==> src/rtl/switch_entry_if.sv <==
// Operand offer channel from the switch entry block to the processor.
// valid/ready: data_out is held stable while data_valid=1; the transfer completes on the rising edge where data_valid and data_ready are both 1.
interface switch_entry_if;
    logic [15:0] data_out;
    logic        data_valid;
    logic        data_ready;

    modport master (output data_out, output data_valid, input data_ready);
    modport slave  (input data_out, input data_valid, output data_ready);
endinterface

==> src/rtl/switch_entry.sv <==
// Debounces three active-low keys and builds a decimal operand from sw_digit.
// The operand is offered to the processor on the valid/ready channel.
module switch_entry #(
    parameter int DEBOUNCE_CYCLES = 16
) (
    input  logic           clk,
    input  logic           rst_n,
    input  logic           enter_n,
    input  logic           commit_n,
    input  logic           clear_n,
    input  logic [3:0]     sw_digit,
    output logic [15:0]    value,
    output logic [2:0]     digit_count,
    output logic           overflow,
    output logic           state_dbg,
    switch_entry_if.master bus
);
    localparam int CW = $clog2(DEBOUNCE_CYCLES);

    typedef enum logic {ENTRY, OFFER} state_t;

    state_t        state, state_n;
    logic [2:0]    raw, sync1, sync2, deb, deb_d, press;
    logic [CW-1:0] cnt [3];
    logic [15:0]   value_n, data_q, data_n;
    logic [2:0]    count_n;
    logic          ovf_n, valid_q, valid_n;
    logic [19:0]   acc;
    logic          ev_enter, ev_commit, ev_clear;

    assign raw = {clear_n, commit_n, enter_n};

    // The counter holds the run length minus one, so the level flips on the
    // DEBOUNCE_CYCLES-th consecutive differing cycle.
    always_ff @(posedge clk or negedge rst_n) begin
        if (!rst_n) begin
            sync1 <= 3'b111;
            sync2 <= 3'b111;
            deb   <= 3'b111;
            deb_d <= 3'b111;
            for (int k = 0; k < 3; k++) cnt[k] <= '0;
        end else begin
            sync1 <= raw;
            sync2 <= sync1;
            deb_d <= deb;
            for (int k = 0; k < 3; k++) begin
                if (sync2[k] == deb[k]) begin
                    cnt[k] <= '0;
                end else if (cnt[k] == CW'(DEBOUNCE_CYCLES - 1)) begin
                    deb[k] <= sync2[k];
                    cnt[k] <= '0;
                end else begin
                    cnt[k] <= cnt[k] + 1'b1;
                end
            end
        end
    end

    assign press     = deb_d & ~deb;
    assign ev_enter  = press[0];
    assign ev_commit = press[1];
    assign ev_clear  = press[2];

    always_comb begin
        state_n = state;
        value_n = value;
        count_n = digit_count;
        ovf_n   = overflow;
        data_n  = data_q;
        valid_n = valid_q;
        acc     = 20'(value) * 20'd10 + 20'(sw_digit);
        case (state)
            ENTRY: begin
                // Only the highest-priority event of a cycle is acted on.
                if (ev_clear) begin
                    value_n = '0;
                    count_n = '0;
                    ovf_n   = 1'b0;
                end else if (ev_commit) begin
                    if (digit_count != 3'd0) begin
                        data_n  = value;
                        valid_n = 1'b1;
                        state_n = OFFER;
                    end
                end else if (ev_enter && sw_digit <= 4'd9 && digit_count < 3'd5) begin
                    if (acc <= 20'd65535) begin
                        value_n = acc[15:0];
                        count_n = digit_count + 3'd1;
                    end else begin
                        ovf_n = 1'b1;
                    end
                end
            end
            OFFER: begin
                if (bus.data_ready) begin
                    valid_n = 1'b0;
                    value_n = '0;
                    count_n = '0;
                    ovf_n   = 1'b0;
                    state_n = ENTRY;
                end
            end
            default: state_n = ENTRY;
        endcase
    end

    always_ff @(posedge clk or negedge rst_n) begin
        if (!rst_n) begin
            state       <= ENTRY;
            value       <= '0;
            digit_count <= '0;
            overflow    <= 1'b0;
            data_q      <= '0;
            valid_q     <= 1'b0;
        end else begin
            state       <= state_n;
            value       <= value_n;
            digit_count <= count_n;
            overflow    <= ovf_n;
            data_q      <= data_n;
            valid_q     <= valid_n;
        end
    end

    assign bus.data_out   = data_q;
    assign bus.data_valid = valid_q;
    assign state_dbg      = (state == OFFER);
endmodule

==> src/flat_wrapper.sv <==
// flat-port wrapper written by rule: the top's interface ports become plain ports
module switch_entry_flat 
#(
    parameter int DEBOUNCE_CYCLES = 16
)
  (clk, rst_n, enter_n, commit_n, clear_n, sw_digit, value, digit_count, overflow, state_dbg, bus_data_out, bus_data_valid, bus_data_ready);
  switch_entry_if bus_i ();
  input  logic clk;
  input  logic rst_n;
  input  logic enter_n;
  input  logic commit_n;
  input  logic clear_n;
  input  logic [3:0] sw_digit;
  output logic [15:0] value;
  output logic [2:0] digit_count;
  output logic overflow;
  output logic state_dbg;
  output wire logic [$bits(bus_i.data_out)-1:0] bus_data_out;
  output wire logic [$bits(bus_i.data_valid)-1:0] bus_data_valid;
  input wire logic [$bits(bus_i.data_ready)-1:0] bus_data_ready;
  assign bus_data_out = bus_i.data_out;
  assign bus_data_valid = bus_i.data_valid;
  assign bus_i.data_ready = bus_data_ready;
  switch_entry #(.DEBOUNCE_CYCLES(DEBOUNCE_CYCLES)) u_core (.clk(clk), .rst_n(rst_n), .enter_n(enter_n), .commit_n(commit_n), .clear_n(clear_n), .sw_digit(sw_digit), .value(value), .digit_count(digit_count), .overflow(overflow), .state_dbg(state_dbg), .bus(bus_i));
endmodule
==> config.mk <==
export PLATFORM = sky130hd
export DESIGN_NAME = switch_entry_flat
export DESIGN_NICKNAME = d
export VERILOG_FILES = /design/src/rtl/switch_entry_if.sv /design/src/rtl/switch_entry.sv /design/src/flat_wrapper.sv
export SDC_FILE = /design/constraint.sdc
export NUM_CORES = 1
export LEC_CHECK = 0
export CORE_ASPECT_RATIO = 0.6
export CORE_MARGIN = 10
export CORE_UTILIZATION = 27
export DETAILED_ROUTE_END_ITERATION = 10
export GPL_TIMING_DRIVEN = 0
export PLACE_DENSITY = 0.54
export RECOVER_POWER = 50
export SETUP_SLACK_MARGIN = 0.15
export SYNTH_ARGS = -nofsm -noshare
export SYNTH_HDL_FRONTEND = slang
export SYNTH_SLANG_ARGS = --single-unit
export TNS_END_PERCENT = 20
==> constraint.sdc <==
create_clock -name clk -period 6.1 [get_ports clk]
set_clock_uncertainty 0.2 [all_clocks]
set_input_delay 0.61 -clock clk [delete_from_list [all_inputs] [get_ports clk]]
set_output_delay 0.61 -clock clk [all_outputs]
set_load 0.1 [all_outputs]
==> flow_summary.yaml <==
timing:
  fmax_mhz: 202
  min_period_ps: 4940
  finalHoldViolCount: 0
  setup_tns_ps: 0
  period_share_pct: 81.0
  rsz0062_at_grt: "false"
  setup_viol: 0
  finalMaxSlewViolations: 63
  max_slew_margin_pct: -126
  tightest_slew_ps: 3400
critical_path:
  startpoint: "u_core.value[1]"
  worstPathArrival_ps: 4930
  start_kind: "flip-flop"
  reg2reg_depth: 12
  critPathMaxFanout: 8
  cp-end-kind: "flip-flop"
  critPathKind: "reg2reg"
  required_ps: 6090
  reg2reg_from: "u_core.value[1]"
floorplan:
  coreArea_mm2: 0.0139
  io-pin-count: 48
  die_h_um: 113
  initial_utilization_pct: 28.0
  dieArea_mm2: 0.0197
  dieWidth_um: 175
  fp-row-count: 33
final_layout:
  area_growth_syn_to_layout_pct: 24.8
  nNetsFinal: 460
  utilization_pct: 35.0
  fin_area_mm2: 0.00485
  final_common_cell: "dfrtp_1"
  layout.cells.most_common_list: "50 x dfrtp_1, 43 x clkdlybuf4s50_1, 36 x ha_1"
  n_antenna_cell: 0
  n_fill_cell: 1394
  layout-drive-gt1-share_pct: 12.9
place:
  gp_congestion: 0.895
  dp_hpwl_um: 7970
  port_buffers: 47
  placed_area_mm2: 0.00459
cts:
  cts-root-buf: "clkbuf_16"
  cts.htree.levels: 3
  cts_hold_buf: 0
  cts_resized: 0
  cts_sinks: 62
  clock_latency_ps: 320
  tritoncts: "done"
  numCtsBuffers: 9
  path_clk_slew_ps: 50
  cts.path.max_buffers: 2
  cts_setup_buffers: 0
detailed_routing:
  wl_met2_um: 4240
  drc: 0
  wl_per_cell_um: 17.2
  vias: 3013
  dr.first_iter.drc_count: 210
  dr.max_layer_used: "met4"
  dr_wl_met3_um: 686
  routed_wl_um: 10400
  drtAntennaViolNets: 0
  first_pass_iters: 4
  wl_met1_um: 5490
  via_per_inst: 4.95
yosys:
  synth_top_area_share_pct: 32.2
  avgSynthCellArea_um2: 11.0
  ys_ff_latch: 62
  ys_seq_area_share_pct: 40.3
  synth_area_leaders: "dfrtp_1 32%, ha_1 12%, dfstp_2 8.1%"
  yosysTopAreaCell: "dfrtp_1"
  synth_edf_count: 0
  synth_area_mm2: 0.00388
  synth_nets: 402
  synth_cells: 354
  ys_types: 58
  synth_ff_type: "dfrtp_1"
  async_flop_share_pct: 100
  synth_warnings: 0
global_routing:
  grt_usage_pct: 10.4
  antenna_found_initial: 0
  grt_max_degree: 63
  grt_pass1_vias: 3041
  grt_remaining_overflow: 0
  grt_pass1_wl_um: 16700
worst_hold_path:
  worstHoldPathType: "reg2reg"
  whs_path_depth: 0
  hold_start: "u_core.sync1[2]"
run_status:
  violations: "capacitance limit, slew limit"
  status: "complete, but fails checks"
pwr:
  ir_worst_vdd_uv: 122
  power_density_mw_per_mm2: 222
  leakagePower_uw: 0.00220
flow_run:
  drv_cap: 1
per-stage QoR:
stage | worst slack, ps | cells | total power (uW) | hold WS [ps]
2_1_floorplan | 1200 | 354 | 578 | 114
3_3_place_gp | 1260 | 593 | 630 | 146
3_5_place_dp | 1240 | 593 | 632 | 147
4_1_cts | 1200 | 609 | 1090 | 155
5_1_grt | 899 | 609 | 1120 | 160
6_report | 1160 | 609 | 1080 | 154
final timing paths:
check	slack [ps]	end
worst max-delay path	1160	u_core.value[14]
worst min-delay path	150	u_core.sync2[2]
worst max register to register	1160	u_core.value[14]
worst min register to register	150	u_core.sync2[2]
max in group asynchronous	2550	u_core.value[1]
min in group asynchronous	1220	u_core.bus.data_out[14]
sequential cells by signal (all words and copies together), names as in the netlist:
register,count
u_core.bus.data_out,16
u_core.bus.data_valid,1
u_core.cnt,12
u_core.deb,3
u_core.deb_d,3
u_core.digit_count,3
u_core.overflow,1
u_core.state_dbg,1
u_core.sync1,3
u_core.sync2,3
u_core.value,16
layout make-up:
| type | count | area (um^2) | share of cell area (%) |
|---|---|---|---|
| clock inverter | 5 | 27.5 | 0.568 |
| sequential | 62 | 1570 | 32.3 |
| clock buffer | 11 | 233 | 4.80 |
| timing repair buffer | 47 | 464 | 9.57 |
| buffer | 9 | 56.3 | 1.16 |
| tap | 192 | 240 | 4.95 |
| inverter | 10 | 37.5 | 0.774 |
| multi-input combinational | 273 | 2220 | 45.9 |
routing by layer:
layer	vias up	GRT usage [%]
met5	-	0
met4	0	1.80
met3	6	3.95
met2	58	14.7
met1	1474	14.8
li1	1475	-
worst max-delay path, stage by stage, from the launching register on:
cell	delay, ps
dfrtp_1	500
ha_1	360
ha_1	240
fa_1	460
a211o_1	380
a211oi_4	380
o211ai_1	290
nor4b_1	1090
a2111o_1	170
or4_4	150
a21o_1	130
buf_6	130
mux2_1	330
cells in the mapped netlist, types with 6 or more instances:
cell type   n
inv_1      10
a21o_1     10
nor2_1     15
dfrtp_1    50
and2_1      6
dfstp_2    12
a21oi_1    17
clkbuf_1    6
mux2_2     19
o21ai_0    17
xnor2_1    16
ha_1       36
nor2b_1     6
nand3_1     9
nand2_1    18
a32o_1     15
xor2_1      6
report_power, final:
group	total [uW]	leakage (uW)	switching, uW	internal (uW)
logic	180	0.00126	120	59.8
clock network	449	0.000129	178	272
registers	447	0.000812	19.2	427
total	1080	0.00220	317	759
kinds of logic (layout without fill, tap and decap cells):
| logic type | Yosys count | in the layout | share of synthesized area, % |
|---|---|---|---|
| compound gates | 105 | 105 | 20.9 |
| simple gates | 84 | 84 | 11.8 |
| flops | 62 | 62 | 40.3 |
| fa+ha+maj | 38 | 38 | 12.6 |
| xor+xnor | 23 | 23 | 5.38 |
| mux | 23 | 23 | 6.57 |
| buf+inv | 19 | 82 | 2.42 |
No activity file was read; power rests on OpenSTA's default activity.
